### src/rtl/eth_mmio_arbiter.sv
// eth_mmio_arbiter: round-robin sharing of the single-ported ethernet_controller
// MMIO interface between num_req_p requesters. One operation is in flight at a
// time: accept -> one-cycle strobe -> (read) bounded wait -> one-cycle response.
`timescale 1ns/1ps

module eth_mmio_arbiter #(
   parameter int num_req_p    = 2,
   parameter int data_width_p = 32,
   parameter int addr_width_p = 14,
   parameter int size_width_p = 2,
   parameter int timeout_p    = 16
) (
   input  logic                              clk_i,
   input  logic                              reset_n_i,

   input  logic [num_req_p-1:0]              req_v_i,
   output logic [num_req_p-1:0]              req_ready_o,
   input  logic [num_req_p-1:0]              req_we_i,
   input  logic [num_req_p*addr_width_p-1:0] req_addr_i,
   input  logic [num_req_p*size_width_p-1:0] req_size_i,
   input  logic [num_req_p*data_width_p-1:0] req_data_i,

   output logic [num_req_p-1:0]              resp_v_o,
   output logic [data_width_p-1:0]           resp_data_o,
   output logic                              resp_err_o,

   output logic [addr_width_p-1:0]           addr_o,
   output logic [size_width_p-1:0]           op_size_o,
   output logic [data_width_p-1:0]           write_data_o,
   output logic                              write_en_o,
   output logic                              read_en_o,
   input  logic [data_width_p-1:0]           read_data_i,
   input  logic                              read_data_v_i,

   output logic [7:0]                        timeout_cnt_o
);

   localparam int idx_w_lp = (num_req_p > 1) ? $clog2(num_req_p) : 1;
   localparam int cnt_w_lp = $clog2(timeout_p + 1);
   localparam logic [idx_w_lp-1:0] last_idx_lp = idx_w_lp'(num_req_p - 1);
   // Final WAIT cycle: the counter starts at 0, so timeout_p cycles end at timeout_p-1.
   localparam logic [cnt_w_lp-1:0] wait_last_lp = cnt_w_lp'(timeout_p - 1);

   typedef enum logic [1:0] {
      S_IDLE  = 2'd0,
      S_ISSUE = 2'd1,
      S_WAIT  = 2'd2,
      S_RESP  = 2'd3
   } state_e;

   state_e                  state_q;
   logic [idx_w_lp-1:0]     grant_q;
   logic [idx_w_lp-1:0]     last_grant_q;
   logic                    we_q;
   logic [cnt_w_lp-1:0]     wait_cnt_q;

   logic [addr_width_p-1:0] addr_q;
   logic [size_width_p-1:0] size_q;
   logic [data_width_p-1:0] wdata_q;
   logic                    write_en_q;
   logic                    read_en_q;
   logic [num_req_p-1:0]    resp_v_q;
   logic [data_width_p-1:0] resp_data_q;
   logic                    resp_err_q;
   logic [7:0]              timeout_cnt_q;

   // Round-robin selection and unpacked request views
   logic [idx_w_lp-1:0]     cand_d;
   logic [idx_w_lp-1:0]     grant_idx_d;
   logic                    grant_found_d;
   logic [num_req_p-1:0]    grant_oh_d;
   logic [num_req_p-1:0]    owner_oh_d;
   logic [addr_width_p-1:0] addr_arr_d [num_req_p];
   logic [size_width_p-1:0] size_arr_d [num_req_p];
   logic [data_width_p-1:0] data_arr_d [num_req_p];

   // Split the packed request buses into per-requester fields.
   always_comb begin
      for (int i = 0; i < num_req_p; i++) begin
         addr_arr_d[i] = req_addr_i[i*addr_width_p +: addr_width_p];
         size_arr_d[i] = req_size_i[i*size_width_p +: size_width_p];
         data_arr_d[i] = req_data_i[i*data_width_p +: data_width_p];
      end
   end

   // Pick the first valid requester after last_grant, wrapping; scanning from the
   // farthest candidate down lets the nearest valid one overwrite the others.
   always_comb begin
      cand_d        = '0;
      grant_idx_d   = '0;
      grant_found_d = 1'b0;
      for (int k = num_req_p; k >= 1; k--) begin
         cand_d = idx_w_lp'((int'(last_grant_q) + k) % num_req_p);
         if (req_v_i[cand_d]) begin
            grant_found_d = 1'b1;
            grant_idx_d   = cand_d;
         end
      end
   end

   // One-hot forms of the pending grant and of the current owner.
   always_comb begin
      grant_oh_d = '0;
      owner_oh_d = '0;
      if (grant_found_d) begin
         grant_oh_d[grant_idx_d] = 1'b1;
      end
      owner_oh_d[grant_q] = 1'b1;
   end

   // Grant is only offered while idle and out of reset; this is the sole
   // combinational output.
   assign req_ready_o = (reset_n_i && (state_q == S_IDLE)) ? grant_oh_d : '0;

   // Arbiter FSM with registered controller command and response outputs.
   always_ff @(posedge clk_i) begin
      if (!reset_n_i) begin
         state_q       <= S_IDLE;
         grant_q       <= '0;
         last_grant_q  <= last_idx_lp;
         we_q          <= 1'b0;
         wait_cnt_q    <= '0;
         addr_q        <= '0;
         size_q        <= '0;
         wdata_q       <= '0;
         write_en_q    <= 1'b0;
         read_en_q     <= 1'b0;
         resp_v_q      <= '0;
         resp_data_q   <= '0;
         resp_err_q    <= 1'b0;
         timeout_cnt_q <= '0;
      end else begin
         write_en_q <= 1'b0;
         read_en_q  <= 1'b0;
         resp_v_q   <= '0;
         case (state_q)
            S_IDLE: begin
               if (grant_found_d) begin
                  grant_q      <= grant_idx_d;
                  last_grant_q <= grant_idx_d;
                  we_q         <= req_we_i[grant_idx_d];
                  addr_q       <= addr_arr_d[grant_idx_d];
                  size_q       <= size_arr_d[grant_idx_d];
                  wdata_q      <= data_arr_d[grant_idx_d];
                  // Strobe is registered so it appears in the ISSUE cycle.
                  write_en_q   <= req_we_i[grant_idx_d];
                  read_en_q    <= !req_we_i[grant_idx_d];
                  state_q      <= S_ISSUE;
               end
            end
            S_ISSUE: begin
               wait_cnt_q <= '0;
               if (we_q) begin
                  // Writes are posted: respond right away with no data.
                  resp_v_q    <= owner_oh_d;
                  resp_data_q <= '0;
                  resp_err_q  <= 1'b0;
                  state_q     <= S_RESP;
               end else begin
                  state_q <= S_WAIT;
               end
            end
            S_WAIT: begin
               if (read_data_v_i) begin
                  resp_v_q    <= owner_oh_d;
                  resp_data_q <= read_data_i;
                  resp_err_q  <= 1'b0;
                  state_q     <= S_RESP;
               end else if (wait_cnt_q == wait_last_lp) begin
                  resp_v_q    <= owner_oh_d;
                  resp_data_q <= '0;
                  resp_err_q  <= 1'b1;
                  if (timeout_cnt_q != 8'hFF) begin
                     timeout_cnt_q <= timeout_cnt_q + 8'd1;
                  end
                  state_q     <= S_RESP;
               end else begin
                  wait_cnt_q <= wait_cnt_q + cnt_w_lp'(1);
               end
            end
            S_RESP: begin
               resp_data_q <= '0;
               resp_err_q  <= 1'b0;
               state_q     <= S_IDLE;
            end
            default: begin
               state_q <= S_IDLE;
            end
         endcase
      end
   end

   assign addr_o        = addr_q;
   assign op_size_o     = size_q;
   assign write_data_o  = wdata_q;
   assign write_en_o    = write_en_q;
   assign read_en_o     = read_en_q;
   assign resp_v_o      = resp_v_q;
   assign resp_data_o   = resp_data_q;
   assign resp_err_o    = resp_err_q;
   assign timeout_cnt_o = timeout_cnt_q;

endmodule

### config.mk
export PLATFORM = sky130hd
export DESIGN_NAME = eth_mmio_arbiter
export DESIGN_NICKNAME = d
export VERILOG_FILES = /design/src/rtl/eth_mmio_arbiter.sv
export SDC_FILE = /design/constraint.sdc
export NUM_CORES = 1
export LEC_CHECK = 0
export CAP_MARGIN = 15
export CORE_MARGIN = 2
export CORE_UTILIZATION = 44
export CTS_BUF_LIST = sky130_fd_sc_hd__clkbuf_8
export DETAILED_ROUTE_END_ITERATION = 10
export PLACE_DENSITY = 0.95
export SLEW_MARGIN = 0
export SYNTH_ARGS = -nofsm -noshare
export SYNTH_HDL_FRONTEND = slang
export SYNTH_SLANG_ARGS = --single-unit
### constraint.sdc
create_clock -name clk_i -period 4.95 [get_ports clk_i]
set_input_delay 0.7425 -clock clk_i [delete_from_list [all_inputs] [get_ports clk_i]]
set_output_delay 0.7425 -clock clk_i [all_outputs]
set_load 0.01 [all_outputs]
==> results of run 1 <==
## cell type report
class / count / area (um2)
Multi-Input combinational cell: 330 / 2070
Timing Repair Buffer: 233 / 2330
Tap cell: 133 / 166
Clock inverter: 4 / 46.3
Fill cell: 736 / 2750
Clock buffer: 11 / 151
Sequential cell: 103 / 2060
Inverter: 4 / 15.0
## through the flow
| step | std cells | hold slack, ps | power [mW] | setup slack, ps |
|---|---|---|---|---|
| after floorplan | 470 | 406 | 1.49 | 2740 |
| after global placement | 802 | 421 | 1.90 | 1750 |
| after detailed placement | 802 | 425 | 1.94 | 1730 |
| after CTS | 817 | 439 | 2.46 | 1720 |
| after global routing | 818 | 465 | 2.59 | 1600 |
| final | 818 | 440 | 2.46 | 1730 |
## placed cells by master, fill, tap and decap left out, drive strengths merged, types with 3 or more instances in the layout
cell type | synthesis | routed
a21boi | 37 | 37
a21oi | 4 | 4
and2 | 8 | 8
and3 | 3 | 3
buf | 13 | 4
clkbuf | 20 | 11
clkdlybuf4s50 | 0 | 229
dfxtp | 103 | 103
ha | 6 | 6
inv | 4 | 5
mux2i | 51 | 51
nand2 | 89 | 89
nand3 | 37 | 37
nand4 | 3 | 3
nor2 | 5 | 5
nor2b | 4 | 4
o211ai | 3 | 3
o21ai | 55 | 55
o31ai | 4 | 4
xnor2 | 3 | 3
## cells in the mapped netlist (all sizes together), types with 4 or more instances
library cell	number
a21boi	37
a21oi	4
mux2i	51
nand2	89
buf	13
o21ai	55
nand3	37
clkbuf	20
nor2	5
o31ai	4
nor2b	4
inv	4
dfxtp	103
ha	6
and2	8
## flip-flops by register name (all words and copies together) (netlist names)
register and count:
write_data_o 32, resp_data_o 32, state_q 2, timeout_cnt_o 8, write_en_o 1, resp_err_o 1, resp_v_o 2, wait_cnt_q 5
grant_q 1, we_q 1, last_grant_q 1, read_en_o 1, addr_o 14, op_size_o 2
## metal layers
metal  GRT usage, %  vias up  routed length, um
met5              0        -                  0
met3           5.29       36                713
li1               -     2038                  -
met4           8.62        0                376
met1           25.0     1936               4860
met2           42.9      154               6710
## cell families (layout without fill, tap and decap cells)
| family | count (synthesis) | in the layout | synth area share, % |
|---|---|---|---|
| compound gates | 109 | 109 | 16.1 |
| xor+xnor | 5 | 5 | 1.02 |
| fa+ha+maj | 6 | 6 | 1.75 |
| buf+inv | 37 | 252 | 3.91 |
| flops | 103 | 103 | 48.1 |
| mux | 51 | 51 | 11.9 |
| simple gates | 159 | 159 | 17.2 |
## final timing paths
check / start / end / slack, ps / depth (start not counted)
hold / removal: grant_q / resp_v_o[0] / 440 / 1
setup reg to reg: wait_cnt_q[0] / resp_data_o[5] / 2290 / 7
setup / recovery: reset_n_i / req_ready_o[1] / 1730 / 4
hold reg to reg: grant_q / resp_v_o[0] / 440 / 1
## power by group
part	internal (mW)	total [mW]	switching [mW]
Sequential	0.958	1.03	0.0736
Combinational	0.427	0.904	0.477
Clock	0.256	0.526	0.269
Total	1.64	2.46	0.820
==> results.toml, run 1 <==
[route]
dr.pass1.iters = 8
dr_total_vias = 4164
wl_mm = 12.7
drtIter0Drc = 131
drc = 0
routed_via_density = 5.09
drtAntennaViolNets = 0
wl_per_cell_um = 15.5

[synthesis]
synthesis.nets = 611
synthesis.area_mm2 = 0.00428
ys_seq_elements = 103
yosysTopAreaCell = "dfxtp_1"
yosysTopAreaCellShare_pct = 48.1
postSynthCellCount = 470
synth-edff-count = 0
ys_types = 34
synth_warnings = 0
synth_seq_area_share_pct = 48.1
synth_area_leaders = "dfxtp_1 (48%), mux2i_1 (12%), nand2_1 (7.8%)"
avgSynthCellArea_um2 = 9.11
synth_ff_type = "dfxtp_1"
synthArstFlopShare_pct = 0

[timing]
fin_tns_setup_ps = 0
drv_slew = 0
max_slew_margin_pct = 23.9
worst_pin_slew_ps = 1140
fin_skew_ps = 9.96
hold_viol_final = 0
post-route-period-util_pct = 65.0
rsz0062_at_grt = "no"
fmax_mhz = 311
setup_viol = 0
final.min_clock_period_ps = 3220

[place]
hpwl_mm = 9.60
placed_area_mm2 = 0.00663
numPortBuffers = 229
routabilityCongestion = 0.861

[global_route]
grt_overflow_total = 0
grt.total_usage_pct = 22.9
grt_pass1_wl_mm = 18.9
grt_max_degree = 53
grt_pass1_vias = 4031
antenna_found_initial = 0

[finish]
num_antenna_cells = 0
nNetsFinal = 822
drive_above_1_share_pct = 3.65
area_growth_pct = 59.7
final_area_mm2 = 0.00684
utilization_pct = 71.3

[cts]
numCtsBuffers = 9
clock-sinks = 103
post_cts_buffers = 0
worstSkewPairLatency_ps = 350
clk_pin_slew_ps = 80
h-tree-depth = 3
clk_path_buf_depth = 2
cts_tree = "yes"
root_buffer = "clkbuf_8"
postCtsHoldBufs = 0
ctsResizeCount = 0

[pwr]
ir_drop_mv = 0.218
p_per_area_mw_per_mm2 = 360
cellLeakagePower_nw = 2.47

[floorplanning]
rows = 36
die_area_mm2 = 0.0105
core_mm2 = 0.00959
initial_core_util_pct = 44.6
die_w_um = 103
pin_count = 230
die_height_um = 103

[worst_setup_path]
critPathRequiredTime_ps = 4210
cp_num_buf_inv = 3
path_class = "input port to output port"
crit_arrival_ps = 2470
crit_chain = "clkdlybuf4s50_1 > buf_4 > and3_1 > clkdlybuf4s50_1"
path_common_cell = "clkdlybuf4s50_1"
critPathMaxFanout = 52
path_delay_family = "buffers and inverters"
cp_slowest_stage_delay_ps = 580
critPathSlowestCell = "clkdlybuf4s50_1"
end_kind = "output port"
startpoint_type = "input port"

[outcome]
status = "complete, no violations"

[flow_run]
maxCapViolations = 0

[min_path]
hp-class = "register to register"
(Power assumes the default switching activity.)
==> inputs of run 2 (changes only) <==
--- a/config.mk
+++ b/config.mk
@@ -7,10 +7,10 @@
 export LEC_CHECK = 0
 export CAP_MARGIN = 15
 export CORE_MARGIN = 2
-export CORE_UTILIZATION = 44
+export CORE_UTILIZATION = 40
 export CTS_BUF_LIST = sky130_fd_sc_hd__clkbuf_8
 export DETAILED_ROUTE_END_ITERATION = 10
-export PLACE_DENSITY = 0.95
+export PLACE_DENSITY = 0.9
 export SLEW_MARGIN = 0
 export SYNTH_ARGS = -nofsm -noshare
 export SYNTH_HDL_FRONTEND = slang
==> constraint.sdc (replaced) <==
create_clock -name clk_i -period 3.15 [get_ports clk_i]
set_input_delay 0.4725 -clock clk_i [delete_from_list [all_inputs] [get_ports clk_i]]
set_output_delay 0.4725 -clock clk_i [all_outputs]
set_load 0.01 [all_outputs]
==> run 2 against run 1 <==
Compared with the run above:
- hold slack improved by 3.0 ps
- combinational power is 60% higher
- clock skew grew 7.0 ps
- register-to-register slack worse by 1300 ps
- die area up 9.6%
- sequential cell count did not move
- routed wire length is 3.1% higher
- via count rose by 0.67%
- largest cell class unchanged
==> results.toml, run 2 (same netlist as run 1, synthesis figures left out) <==
[cts]
ctsResizeCount = 0
numCtsBuffers = 9
clk_pin_slew_ps = 100
clk_path_buf_depth = 2
post_cts_buffers = 0
h-tree-depth = 3
clock-sinks = 103
postCtsHoldBufs = 0
root_buffer = "clkbuf_8"
worstSkewPairLatency_ps = 350
cts_tree = "yes"

[global_route]
grt.total_usage_pct = 21.8
grt_pass1_vias = 4236
grt_overflow_total = 0
antenna_found_initial = 0
grt_max_degree = 51
grt_pass1_wl_mm = 20.1

[place]
hpwl_mm = 9.97
routabilityCongestion = 0.772
placed_area_mm2 = 0.00668
numPortBuffers = 229

[timing]
setup_viol = 0
max_slew_margin_pct = 45.6
post-route-period-util_pct = 82.5
rsz0062_at_grt = "no"
worst_pin_slew_ps = 815
hold_viol_final = 0
drv_slew = 0
fin_tns_setup_ps = 0
fin_skew_ps = 17.0
final.min_clock_period_ps = 2600
fmax_mhz = 385

[worst_setup_path]
startpoint_type = "input port"
critPathSlowestCell = "clkdlybuf4s50_1"
crit_chain = "clkdlybuf4s50_1 > a21boi_4 > and3_1 > clkdlybuf4s50_1"
cp_num_buf_inv = 2
path_common_cell = "clkdlybuf4s50_1"
cp_slowest_stage_delay_ps = 580
critPathMaxFanout = 5
crit_arrival_ps = 2130
path_delay_family = "buffers and inverters"
critPathRequiredTime_ps = 2680
end_kind = "output port"
path_class = "input port to output port"

[finish]
final_area_mm2 = 0.00686
num_antenna_cells = 0
layout_commonest_cell = "clkdlybuf4s50_1"
drive_above_1_share_pct = 4.35
final_cell_mix = "clkdlybuf4s50_1 (229), dfxtp_1 (103), nand2_1 (89), o21ai_0 (54), mux2i_1 (51)"
area_growth_pct = 60.1
nNetsFinal = 825

[pwr]
p_per_area_mw_per_mm2 = 560
cellLeakagePower_nw = 2.47
ir_drop_mv = 0.315

[route]
dr.pass1.iters = 4
wl_per_cell_um = 15.8
routed_via_density = 5.08
drc = 0
wl_mm = 13.1
drtIter0Drc = 201
drtAntennaViolNets = 0
dr_total_vias = 4192

[outcome]
status = "complete, no violations"

[floorplanning]
core_mm2 = 0.0104
initial_core_util_pct = 41.3
die_w_um = 107
pin_count = 230
die_height_um = 107
rows = 37
die_area_mm2 = 0.0116

[min_path]
hp-class = "register to register"

[flow_run]
maxCapViolations = 0
-- run 2: cell count changes in the layout (fill, tap and decap cells not counted), sizes merged --
cell	before	now
buf	4	7
bufinv	1	0
clkbuf	11	9
clkinvlp	1	3
inv	5	7
-- run 2: metal layers --
| metal | vias to the layer above | global-route usage (%) | part of all wire, % |
|---|---|---|---|
| li1 | 2046 | - | - |
| met1 | 1972 | 22.7 | 37 |
| met2 | 142 | 41.5 | 54 |
| met3 | 32 | 4.96 | 5.6 |
| met4 | 0 | 9.71 | 3.6 |
| met5 | - | 0 | 0 |
-- run 2: cell type report --
type                            instances  area, um2
Timing Repair Buffer                  236       2360
Multi-Input combinational cell        330       2070
Clock inverter                          7       53.8
Sequential cell                       103       2060
Tap cell                              136        170
Inverter                                4       15.0
Clock buffer                            9        124
Fill cell                             835       3510
-- run 2: report_power, final --
group | total [mW] | internal [mW] | leakage, nW | switching [mW]
Clock | 0.771 | 0.295 | 0.0827 | 0.476
Sequential | 1.62 | 1.51 | 0.840 | 0.114
Combinational | 1.45 | 0.692 | 1.55 | 0.753
Total | 3.84 | 2.49 | 2.47 | 1.34
-- run 2: worst paths after layout --
check | start | end | slack (ps) | cells past startpoint
setup reg to reg | wait_cnt_q[0] | resp_data_o[17] | 960 | 8
setup / recovery | req_v_i[1] | req_ready_o[1] | 550 | 4
hold / removal | grant_q | resp_v_o[0] | 440 | 1
hold reg to reg | grant_q | resp_v_o[0] | 440 | 1
-- run 2: metrics by stage --
| step | power [mW] | std cells | hold WS, ps | utilization (%) | setup slack, ps |
|---|---|---|---|---|---|
| 3_3_place_gp | 3.04 | 809 | 418 | 64.4 | 567 |
| 4_1_cts | 3.88 | 825 | 445 | 66.1 | 508 |
| 5_1_grt | 4.05 | 825 | 477 | 66.1 | 477 |
| 3_5_place_dp | 3.09 | 809 | 431 | 64.4 | 559 |
| 2_1_floorplan | 2.34 | 470 | 406 | - | 1270 |
| 6_report | 3.84 | 825 | 443 | 66.1 | 550 |
==> inputs of run 3 (changes only) <==
--- a/config.mk
+++ b/config.mk
@@ -7,10 +7,10 @@
 export LEC_CHECK = 0
 export CAP_MARGIN = 15
 export CORE_MARGIN = 2
-export CORE_UTILIZATION = 40
+export CORE_UTILIZATION = 36
 export CTS_BUF_LIST = sky130_fd_sc_hd__clkbuf_8
 export DETAILED_ROUTE_END_ITERATION = 10
-export PLACE_DENSITY = 0.9
+export PLACE_DENSITY = 0.86
 export SLEW_MARGIN = 0
 export SYNTH_ARGS = -nofsm -noshare
 export SYNTH_HDL_FRONTEND = slang
==> constraint.sdc (replaced) <==
create_clock -name clk_i -period 2.2 [get_ports clk_i]
set_input_delay 0.33 -clock clk_i [delete_from_list [all_inputs] [get_ports clk_i]]
set_output_delay 0.33 -clock clk_i [all_outputs]
set_load 0.01 [all_outputs]
==> run 3 against run 2 <==
Compared with the run above:
- the flow now finishes with violations (design-rule violations)
- clock power is 41% higher
- critical path depth increased by 3
- sequential power is 43% higher
- combinational power is 74% higher
- die area is 11% higher
- largest power group is now combinational cells
- highest routed layer unchanged
- total power rose by 55%
==> results.toml, run 3 (same netlist as run 1, synthesis figures left out) <==
[timing]
fmax_mhz = 478
post-route-period-util_pct = 95.0
final.min_clock_period_ps = 2090
rsz0062_at_grt = "no"
setup_viol = 0
drv_slew = 0
fin_skew_ps = 7.85
worst_pin_slew_ps = 438
hold_viol_final = 0
max_slew_margin_pct = 70.8

[worst_setup_path]
critPathMaxFanout = 8
startpoint_type = "register"
r2r-start = "wait_cnt_q[0]"
end_kind = "register"
path_common_cell = "ha_1"
crit_arrival_ps = 2380
critPathSlowestCell = "or4_1"
path_delay_family = "simple AND/OR/NAND/NOR gates"
path_class = "register to register"
cp_num_buf_inv = 0
cp_slowest_stage_delay_ps = 520
critPathRequiredTime_ps = 2490
ff2ff_setup_slack_ps = 110
ff2ff_path_depth = 7
r2r_end = "timeout_cnt_o[5]"
crit_chain = "ha_1 > and3_1 > ha_1 > and3b_2 > o21ai_4 > or4_1 > a21boi_1"

[pwr]
internal_power_mw = 3.95
comb_power_share_pct = 42.6
p_per_area_mw_per_mm2 = 837
p_seq_share_pct = 39.0
switching_share_pct = 33.4
clkPwrFrac_pct = 18.4
power_switching_mw = 1.98
cellLeakagePower_nw = 2.61
ir_drop_mv = 0.622

[cts]
numCtsBuffers = 9
clock-sinks = 103
h-tree-depth = 3
cts_tree = "yes"
postCtsHoldBufs = 0
worstSkewPairLatency_ps = 360
root_buffer = "clkbuf_8"
clk_pin_slew_ps = 90
clk_path_buf_depth = 2

[finish]
area_growth_pct = 65.4
fillCellCount = 940
nNetsFinal = 839
layout_commonest_cell = "clkdlybuf4s50_1"
drive_above_1_share_pct = 6.14
final_cells = 843
final_cell_mix = "clkdlybuf4s50_1 (227), dfxtp_1 (103), nand2_1 (89), o21ai_0 (54), mux2i_1 (51)"
utilization_pct = 61.5
num_antenna_cells = 0

[global_route]
grt_max_degree = 51
grtUsageMet2_pct = 38.3
antenna_found_initial = 0
grt_pass1_wl_mm = 20.8
grt_pass1_vias = 4311
met3_usage_pct = 7.77
grt_busiest_layer = "met2"
grt_overflow_total = 0
use_met1_pct = 20.8
grt.total_usage_pct = 20.4

[outcome]
violations = "design-rule violations"
status = "complete, but fails checks"

[place]
dp.cells = 823
routabilityCongestion = 0.743
numPortBuffers = 229
hpwl_mm = 9.79

[floorplanning]
die_w_um = 113
initial_core_util_pct = 37.2
die_area_mm2 = 0.0128
pin_count = 230
rows = 39
die_height_um = 113
core_mm2 = 0.0115

[route]
routed_via_density = 5.03
drtAntennaViolNets = 0
drtIter0Drc = 186
drc = 5
dr_total_vias = 4242
dr.pass1.iters = 7
wl_per_cell_um = 15.7
wl_mm = 13.2

[min_path]
holdPathStages = 1
hp-class = "register to register"
worstHoldEndpoint = "resp_v_o[0]"
hold_start = "grant_q"

[flow_run]
maxCapViolations = 0
-- run 3: final cells by class --
cell class / count / area, um2 / area share [%]
repair buffers: 249 / 2540 / 35.9
clock buffers: 9 / 124 / 1.75
multi-input cells: 331 / 2120 / 29.9
flip-flops and latches: 103 / 2060 / 29.1
clock inverters: 4 / 42.5 / 0.601
well taps: 143 / 179 / 2.53
inverters: 4 / 15.0 / 0.212
-- run 3: per-layer routing --
metal	part of all wire [%]	vias to the layer above
met5	0	-
met4	2.6	0
met3	6.6	24
met2	55	138
met1	36	2011
li1	-	2069
-- run 3: per-stage QoR --
| stage | power (mW) | hold slack, ps | TNS [ps] | cell area, um2 | worst slack [ps] |
|---|---|---|---|---|---|
| global route | 6.28 | 486 | 0 | 7080 | 4.31 |
| detailed placement | 4.51 | 428 | -7780 | 6780 | -323 |
| global placement | 4.43 | 415 | -4210 | 6780 | -161 |
| floorplan | 3.35 | 406 | 0 | 4280 | 320 |
| finish | 5.93 | 432 | 0 | 7080 | 109 |
| CTS | 5.80 | 440 | 0 | 7020 | 30.4 |
-- run 3: worst max-delay path by stage --
stage	startpoint	slack, ps	end	cells after the start
2_1_floorplan	wait_cnt_q[0]	320	timeout_cnt_o[5]	7
3_3_place_gp	read_data_v_i	-160	resp_data_o[11]	5
3_5_place_dp	read_data_v_i	-320	resp_data_o[19]	5
4_1_cts	req_v_i[0]	30	req_ready_o[0]	5
5_1_grt	wait_cnt_q[0]	4	timeout_cnt_o[5]	7
6_report	wait_cnt_q[0]	110	timeout_cnt_o[5]	7
-- run 3: power groups by stage --
stage | Clock (mW) | Sequential [mW] | Combinational (mW)
after detailed placement | 0 | 2.36 | 2.16
final | 1.09 | 2.31 | 2.52
after global routing | 1.22 | 2.35 | 2.71
after floorplan | 0 | 2.46 | 0.897
after global placement | 0 | 2.33 | 2.10
after CTS | 1.13 | 2.31 | 2.36
-- run 3: timing repair --
action,CTS,global route
buffers inserted,4,1
gates resized for setup,4,5
cloned,1,1
endpoints found under the setup margin,35,33
pin swaps,3,2
